File: config.mk
export PLATFORM = sky130hd
export DESIGN_NAME = macu_dot_seq
export DESIGN_NICKNAME = d
export VERILOG_FILES = /design/src/rtl/macu_pkg.sv /design/src/rtl/macu.sv /design/src/rtl/macu_dot_seq.sv
export SDC_FILE = /design/constraint.sdc
export NUM_CORES = 1
export LEC_CHECK = 0
export BUFFER_PORTS_ARGS = -buffer_cell sky130_fd_sc_hd__buf_2
export CORE_MARGIN = 2
export CORE_UTILIZATION = 25
export CTS_BUF_LIST = sky130_fd_sc_hd__clkbuf_4 sky130_fd_sc_hd__clkbuf_8
export CTS_CLUSTER_DIAMETER = 80
export DETAILED_ROUTE_END_ITERATION = 7
export PLACE_DENSITY_LB_ADDON = 0.12
export SLEW_MARGIN = 5
export SYNTH_ARGS = -nofsm -noshare
export SYNTH_HDL_FRONTEND = slang
export SYNTH_HIERARCHICAL = 1
export SYNTH_SLANG_ARGS = --single-unit
File: constraint.sdc
create_clock -name clk -period 4.2 [get_ports clk]
set_clock_uncertainty 0.05 [all_clocks]
set_input_delay 0.42 -clock clk [delete_from_list [all_inputs] [get_ports clk]]
set_output_delay 0.42 -clock clk [all_outputs]
set_load 0.005 [all_outputs]
File: src/rtl/macu_pkg.sv
// Shared definitions for the macu dot-product sequencer: FSM states,
// default datapath widths and the accumulator saturation helper.
package macu_pkg;

  typedef enum logic [1:0] {
    ST_IDLE  = 2'd0,
    ST_RUN   = 2'd1,
    ST_DRAIN = 2'd2,
    ST_OUT   = 2'd3
  } state_t;

  localparam int DW_DEF = 8;
  localparam int CW_DEF = 16;

  // Clamp a sign-extended value into the signed range of a cw-bit accumulator.
  // cw is always a constant at the call site, so the bounds fold away.
  function automatic logic signed [31:0] sat_val(input logic signed [31:0] v,
                                                 input int cw);
    logic signed [31:0] hi;
    logic signed [31:0] lo;
    hi = (32'sd1 <<< (cw - 1)) - 32'sd1;
    lo = -(32'sd1 <<< (cw - 1));
    if (v > hi) return hi;
    if (v < lo) return lo;
    return v;
  endfunction

endpackage

File: src/rtl/macu.sv
// Pipelined signed multiply-accumulate unit.
// Slot issued in cycle t: xi/wi sampled at edge t+1, ci sampled during
// cycle t+2, co = x*w + ci visible during cycle t+4.
module macu import macu_pkg::*; #(
  parameter int DW = DW_DEF,
  parameter int CW = CW_DEF
) (
  input  logic                 clk,
  input  logic                 rst_n,
  input  logic signed [DW-1:0] xi,
  input  logic signed [DW-1:0] wi,
  input  logic                 w_en,
  input  logic signed [CW-1:0] ci,
  output logic signed [CW:0]   co
);

  logic signed [DW-1:0]   x_reg;
  logic signed [DW-1:0]   w_reg;
  logic signed [2*DW-1:0] prod_reg;
  logic signed [2*DW-1:0] prod_d_reg;
  logic signed [CW-1:0]   ci_reg;
  logic signed [CW:0]     co_reg;

  // Operand capture, product, alignment with ci, and final add.
  // The weight register only loads when w_en is set; bubbles carry x=0.
  always_ff @(posedge clk or negedge rst_n) begin
    if (!rst_n) begin
      x_reg      <= '0;
      w_reg      <= '0;
      prod_reg   <= '0;
      prod_d_reg <= '0;
      ci_reg     <= '0;
      co_reg     <= '0;
    end else begin
      x_reg <= xi;
      if (w_en) begin
        w_reg <= wi;
      end
      prod_reg   <= (2*DW)'(x_reg) * (2*DW)'(w_reg);
      prod_d_reg <= prod_reg;
      ci_reg     <= ci;
      co_reg     <= (CW+1)'(prod_d_reg) + (CW+1)'(ci_reg);
    end
  end

  assign co = co_reg;

endmodule

File: src/rtl/macu_dot_seq.sv
// Dot-product sequencer around one macu. Even and odd issue slots build
// two independent partial sums through direct co->ci feedback so a pair can
// be accepted every cycle; DRAIN merges the two sums into out_data.
module macu_dot_seq import macu_pkg::*; #(
  parameter int DW = DW_DEF,
  parameter int CW = CW_DEF,
  parameter int LW = 10
) (
  input  logic                 clk,
  input  logic                 rst_n,
  input  logic                 start,
  input  logic [LW-1:0]        cfg_len,
  output logic                 busy,
  input  logic                 in_valid,
  output logic                 in_ready,
  input  logic signed [DW-1:0] in_x,
  input  logic signed [DW-1:0] in_w,
  output logic signed [DW-1:0] mac_xi,
  output logic signed [DW-1:0] mac_wi,
  output logic                 mac_w_en,
  output logic signed [CW-1:0] mac_ci,
  output logic signed [CW:0]   mac_co,
  output logic                 out_valid,
  input  logic                 out_ready,
  output logic signed [CW:0]   out_data,
  output logic                 ovf
);

  state_t               state_reg;
  logic [LW-1:0]        cnt_reg;
  logic [LW-1:0]        len_reg;
  logic [1:0]           dcnt_reg;
  logic                 run_d1_reg;
  logic                 fb_reg;
  logic signed [CW-1:0] psum_a_reg;
  logic signed [CW:0]   out_data_reg;
  logic                 out_valid_reg;
  logic                 ovf_reg;

  logic                 accept;
  logic signed [31:0]   co_wide;
  logic signed [31:0]   co_sat_wide;
  logic signed [CW-1:0] co_sat;
  logic                 co_clamp;

  assign accept   = (state_reg == ST_RUN) && in_valid;
  assign busy     = (state_reg != ST_IDLE);
  assign in_ready = (state_reg == ST_RUN);

  // Issue: accepted pairs go straight to the macu, everything else is a
  // zero-product bubble that keeps the even/odd slot rhythm.
  assign mac_xi   = accept ? in_x : '0;
  assign mac_wi   = accept ? in_w : '0;
  assign mac_w_en = accept;

  // Saturated view of co; used both for feedback and for the final merge.
  assign co_wide     = 32'(mac_co);
  assign co_sat_wide = sat_val(co_wide, CW);
  assign co_sat      = co_sat_wide[CW-1:0];
  assign co_clamp    = (co_sat_wide != co_wide);

  // Feedback is unregistered so co of slot c-4 lands on ci of slot c-2.
  assign mac_ci = fb_reg ? co_sat : '0;

  macu #(
    .DW (DW),
    .CW (CW)
  ) u_macu (
    .clk   (clk),
    .rst_n (rst_n),
    .xi    (mac_xi),
    .wi    (mac_wi),
    .w_en  (mac_w_en),
    .ci    (mac_ci),
    .co    (mac_co)
  );

  // Feedback enable: a slot chains only if it was issued while in RUN.
  always_ff @(posedge clk or negedge rst_n) begin
    if (!rst_n) begin
      run_d1_reg <= 1'b0;
      fb_reg     <= 1'b0;
    end else begin
      run_d1_reg <= (state_reg == ST_RUN);
      fb_reg     <= run_d1_reg;
    end
  end

  // Job control FSM with registered result, valid and overflow flag.
  always_ff @(posedge clk or negedge rst_n) begin
    if (!rst_n) begin
      state_reg     <= ST_IDLE;
      cnt_reg       <= '0;
      len_reg       <= '0;
      dcnt_reg      <= '0;
      psum_a_reg    <= '0;
      out_data_reg  <= '0;
      out_valid_reg <= 1'b0;
      ovf_reg       <= 1'b0;
    end else begin
      case (state_reg)
        ST_IDLE: begin
          if (start) begin
            cnt_reg   <= '0;
            len_reg   <= cfg_len;
            state_reg <= (cfg_len != '0) ? ST_RUN : ST_DRAIN;
          end
        end
        ST_RUN: begin
          if (accept) begin
            cnt_reg <= cnt_reg + LW'(1);
            if (cnt_reg + LW'(1) == len_reg) begin
              state_reg <= ST_DRAIN;
            end
          end
        end
        ST_DRAIN: begin
          // d2 sees the final co of one parity, d3 the other.
          dcnt_reg <= dcnt_reg + 2'd1;
          if (dcnt_reg == 2'd2) begin
            psum_a_reg <= co_sat;
          end
          if (dcnt_reg == 2'd3) begin
            out_data_reg  <= (CW+1)'(psum_a_reg) + (CW+1)'(co_sat);
            out_valid_reg <= 1'b1;
            state_reg     <= ST_OUT;
          end
        end
        ST_OUT: begin
          if (out_ready) begin
            out_valid_reg <= 1'b0;
            state_reg     <= ST_IDLE;
          end
        end
        default: state_reg <= ST_IDLE;
      endcase

      // Sticky overflow: cleared by an accepted start, set by any clamp on
      // a co value that is fed back or merged.
      if ((state_reg == ST_IDLE) && start) begin
        ovf_reg <= 1'b0;
      end else if (co_clamp && (fb_reg || (state_reg == ST_DRAIN))) begin
        ovf_reg <= 1'b1;
      end
    end
  end

  assign out_valid = out_valid_reg;
  assign out_data  = out_data_reg;
  assign ovf       = ovf_reg;

endmodule

==> impl_summary.md <==
Timing
The final critical-path required period is 4.072 ns. The peak clock frequency supported by timing is around 250 MHz. The period utilization is 0.9695. The total negative slack for setup checks is 0 ns. The count of final max-slew check failures was 0.

Setup violations remaining at the end of the flow were counted as 0. The number of failing hold endpoints at the final stage is 0. Measured against its own limit, the worst slew margin works out to 0.4214. The transition time of the tightest slew-check pin is 0.8641 ns.

Synth
In the synthesized netlist the async set-or-reset flop fraction comes to 1.000. The share of synthesized area in the top cell type comes to 0.3739. The dominant synthesized flop cell is dfrtp_1. Sorting the synthesized cells by area gives the leading types as dfrtp_1 (37%), fa_1 (12%), ha_1 (9.1%), inv_1 (4.1%), and2_1 (3.9%). The net count after synthesis is roughly 1.1k. The number of distinct library cells after synthesis is between 70 and 80. The synthesized design contains 0 enable-type register cells. Of the post-synthesis cell area, the part taken by muxes is 0.04358.

The cell area after technology mapping is 9504 µm². The average cell area after synthesis is 10.49 µm². By instance count, the leading cell after synthesis is dfrtp_1.

The synthesized-area fraction occupied by ao, oa, aoi and oai cells is 0.1199. The combinational family with the most area after synthesis is adder cells. The synthesized-area fraction occupied by xor and xnor cells is 0.04055.

The biggest area contributor in the post-synthesis netlist is dfrtp_1. After synthesis, the most frequently instantiated cells are dfrtp_1 (142), inv_1 (103), ha_1 (69). The number of cells produced by synthesis is 906. The portion of the post-synthesis area used by sequential elements is 0.3739. Of the total synthesized cell area, the portion taken by AND, OR, NAND and NOR gates is 0.1422.

The area share of fa/ha/maj cells after synthesis is 0.2256. The warning count from the yosys run is 6. The register bit total from synthesis is 142.

Setup path
STA puts the critical path data required time at 4.52 ns. The critical-path maximum fanout is 6. The element type at the critical path end is a flop. The setup path with the least slack is of type reg -> reg. Grouping stages by cell kind, the critical path spends the most delay in adder cells. The setup check on the worst reg-to-reg path leaves a slack of 0.13 ns. The number of buffer and inverter stages on the critical path is 4. The signal on the critical path passes through and2_4, fa_2, inv_4, buf_4, fa_1, fa_1, fa_1, inv_1, ha_4, inv_1, or3_1, a31o_2, o311ai_2. The slowest stage of the critical path belongs to the cell fa_2. The startpoint of the lowest-slack register-to-register path is u_macu/x_reg[7]$_DFF_PN0_. The sort of element at the start of the critical path is a flop. At the worst endpoint, the arrival time is 4.39 ns. The number of cells traversed by the worst register-to-register path is 13. The most prevalent standard cell on the critical path is fa_1. The largest stage delay on the critical path is 0.58 ns. In this run the critical register-to-register path is captured at u_macu/prod_reg[14]$_DFF_PN0_.

Final layout
With fillers left out, the area of the finished cells amounts to between 10000 and 15000 µm². The area added between synthesis and finish is 22.88%. The area taken by multi-input logic gates is 5639 µm².

Fill cells in the final layout number 3909. Once layout is complete, the utilization of the core stands at 0.3108. 0 antenna diodes ended up in the layout. Of the cells placed in the final design, the portion with a size suffix greater than 1 is 0.2757.

The finished layout holds roughly 1.6k standard cells, fillers aside. The sequential standard cell area is ~3600 µm². After the last flow step, the layout net total stands at 1215.

Die
The row count is 71. The floorplan step defined a core boundary enclosing 37580 µm². The die boundary height is about 200 µm.

The die is approximately 200 µm wide. During I/O placement, the number of pins put on the boundary was about 100. The die covers 39590 µm².

The starting density of the core is 0.2529.

Clocking
Clock latency on the worst-skew pair, taken at its later pin, is 0.47 ns. The H-tree generated during clock tree synthesis spans 4 levels. No sink is reached through more buffers than the 2 on the longest clock path. TritonCTS built the clock tree. The total clock sinks is 142. Counting the buffers created by CTS gives 17. The clock-pin slew reported for the worst setup and hold paths after clock tree synthesis is 0.10 ns. The buffer cell driving the clock tree root is clkbuf_8.

Global routing
The via count of the first global-routing pass is 7285. Across every metal layer, demand over resource in global routing totals 0.1283. The largest net degree at the start of global routing is 76. The total grt overflow is 0. The first-pass GRT wire length is approximately 40000 µm. The initial antenna violation count came to 0.

Worst hold path
The worst hold path was traced through 2 stages. The worst hold path terminates at len_reg[6]$_DFFE_PN0P_. The path class of the tightest hold or removal check is in -> reg.

The startpoint identified for the worst hold timing path is cfg_len[6].

Routing
The detailed router placed 6905 vias in this run. The post-route antenna net violation count is 0. Using the TritonRoute via totals, the vias-per-cell ratio works out to around 4.4.

Wires add up to 23890 µm. The first-pass iteration count of the detailed router is 4. The post-detailed-route wirelength per cell is ~15 µm.

For this block, the initial DRC count from the detailed router was 238. For this run, design rule violations remaining after detail routing come to 0.

Run status
The flow ran to the end, and the final reports show no timing, DRC or antenna violations.

Place
Once placement finished, the instance area stood at 10870 µm². In this run, placement finished with an instance count of 1537. Buffers placed on the I/O ports in this run total 101. The detailed-placement wirelength estimate is 18380 µm. The final weighted congestion in routability-driven placement is 0.7445.

Power
For this design the ratio of total power to cell area is 626.2 nW/µm². The switching component of the power is 2.950 mW. The part of the total power dissipated in sequential elements is 0.303.

The power share of the combinational group is 0.519. The share of total power dissipated in the clock network is 0.179. Of the total power, the share spent switching nets is 0.4035.

The static leakage power is 5.720 nW. The design draws 7.313 mW. VDD sags by at most between 0.15 and 0.2 mV. The design internal power is roughly 4.4 mW.

Run
Max-cap violations in this run came to 0.
[metrics by stage]
stage / worst slack, ns / hold WS (ns)
5_1_grt: -0.006420 / 0.1164
4_1_cts: 0.01102 / 0.09674
3_3_place_gp: -0.07859 / 0.2814
2_1_floorplan: 0.01190 / 0.07441
3_5_place_dp: -0.1276 / 0.2858
6_report: 0.1280 / 0.1381
[power groups by stage]
stage	Sequential, mW	Combinational [mW]	Clock [mW]
after CTS	2.22	3.74	1.36
after global placement	2.25	3.63	0
final	2.21	3.79	1.31
after detailed placement	2.25	3.62	0
after floorplan	2.14	2.47	0
after global routing	2.28	4.32	1.41
[worst reg2reg max path: stages (launching register included)]
cell	delay, ns
dfrtp_2	0.48
and2_4	0.20
fa_2	0.58
inv_4	0.05
buf_4	0.14
fa_1	0.50
fa_1	0.44
fa_1	0.53
inv_1	0.07
ha_4	0.29
inv_1	0.05
or3_1	0.31
a31o_2	0.23
o311ai_2	0.07
[timing repair]
action                                 in CTS  in global routing
setup endpoints to repair                   5                  6
resized for setup                          10                 56
endpoints found under the hold margin      67                  0
buffers inserted                            5                  7
pin swaps                                   1                 41
hold buffers                                1                  0
[how the worst max path moves through the flow]
stage	from	end	cells past startpoint
finish	u_macu/x_reg[7]$_DFF_PN0_	u_macu/prod_reg[14]$_DFF_PN0_	13
global route	u_macu/x_reg[7]$_DFF_PN0_	u_macu/prod_reg[15]$_DFF_PN0_	12
CTS	u_macu/x_reg[5]$_DFF_PN0_	u_macu/prod_reg[14]$_DFF_PN0_	14
detailed placement	u_macu/w_reg[4]$_DFFE_PN0P_	u_macu/prod_reg[15]$_DFF_PN0_	14
floorplan	u_macu/w_reg[3]$_DFFE_PN0P_	u_macu/prod_reg[15]$_DFF_PN0_	14
global placement	u_macu/w_reg[3]$_DFFE_PN0P_	u_macu/prod_reg[15]$_DFF_PN0_	14
[cell families after synthesis]
group	after synthesis
AOI/OAI and AO/OA	164
xor gates and xnor gates	44
adders and majority gates	140
buffers and inverters	129
DFF	142
muxes	37
and+or+nand+nor	250
[routing by layer]
metal | global-route usage | vias to the layer above | routed length (µm)
met1 | 0.1656 | 3418 | 11210
met4 | 0.04947 | 0 | 562
met5 | 0 | - | 0
met2 | 0.2148 | 88 | 11420
li1 | - | 3382 | -
met3 | 0.02085 | 17 | 693
[area by class of cell]
type / count / area share
inverters: 104 / 0.03385
well taps: 511 / 0.05475
clock buffers: 18 / 0.02121
multi-input cells: 635 / 0.4829
clock inverters: 13 / 0.01811
repair buffers: 158 / 0.08378
flip-flops and latches: 142 / 0.3054
[placed cells by master, fill, tap and decap left out, drive strengths merged, types with 6 or more instances in the layout]
cell    instances
buf           157
o21ai          35
mux2           32
inv           106
ha             69
xor2           13
nand4           9
nand2b         11
fa             57
o21a           14
a21oi          34
o31ai          13
a21o           15
and3           26
xnor2          31
a211oi          6
dfrtp         142
nand3          13
nor2           34
maj3           14
and2           60
nor2b           8
nand2          66
clkbuf         18
(Power assumes the default switching activity.)
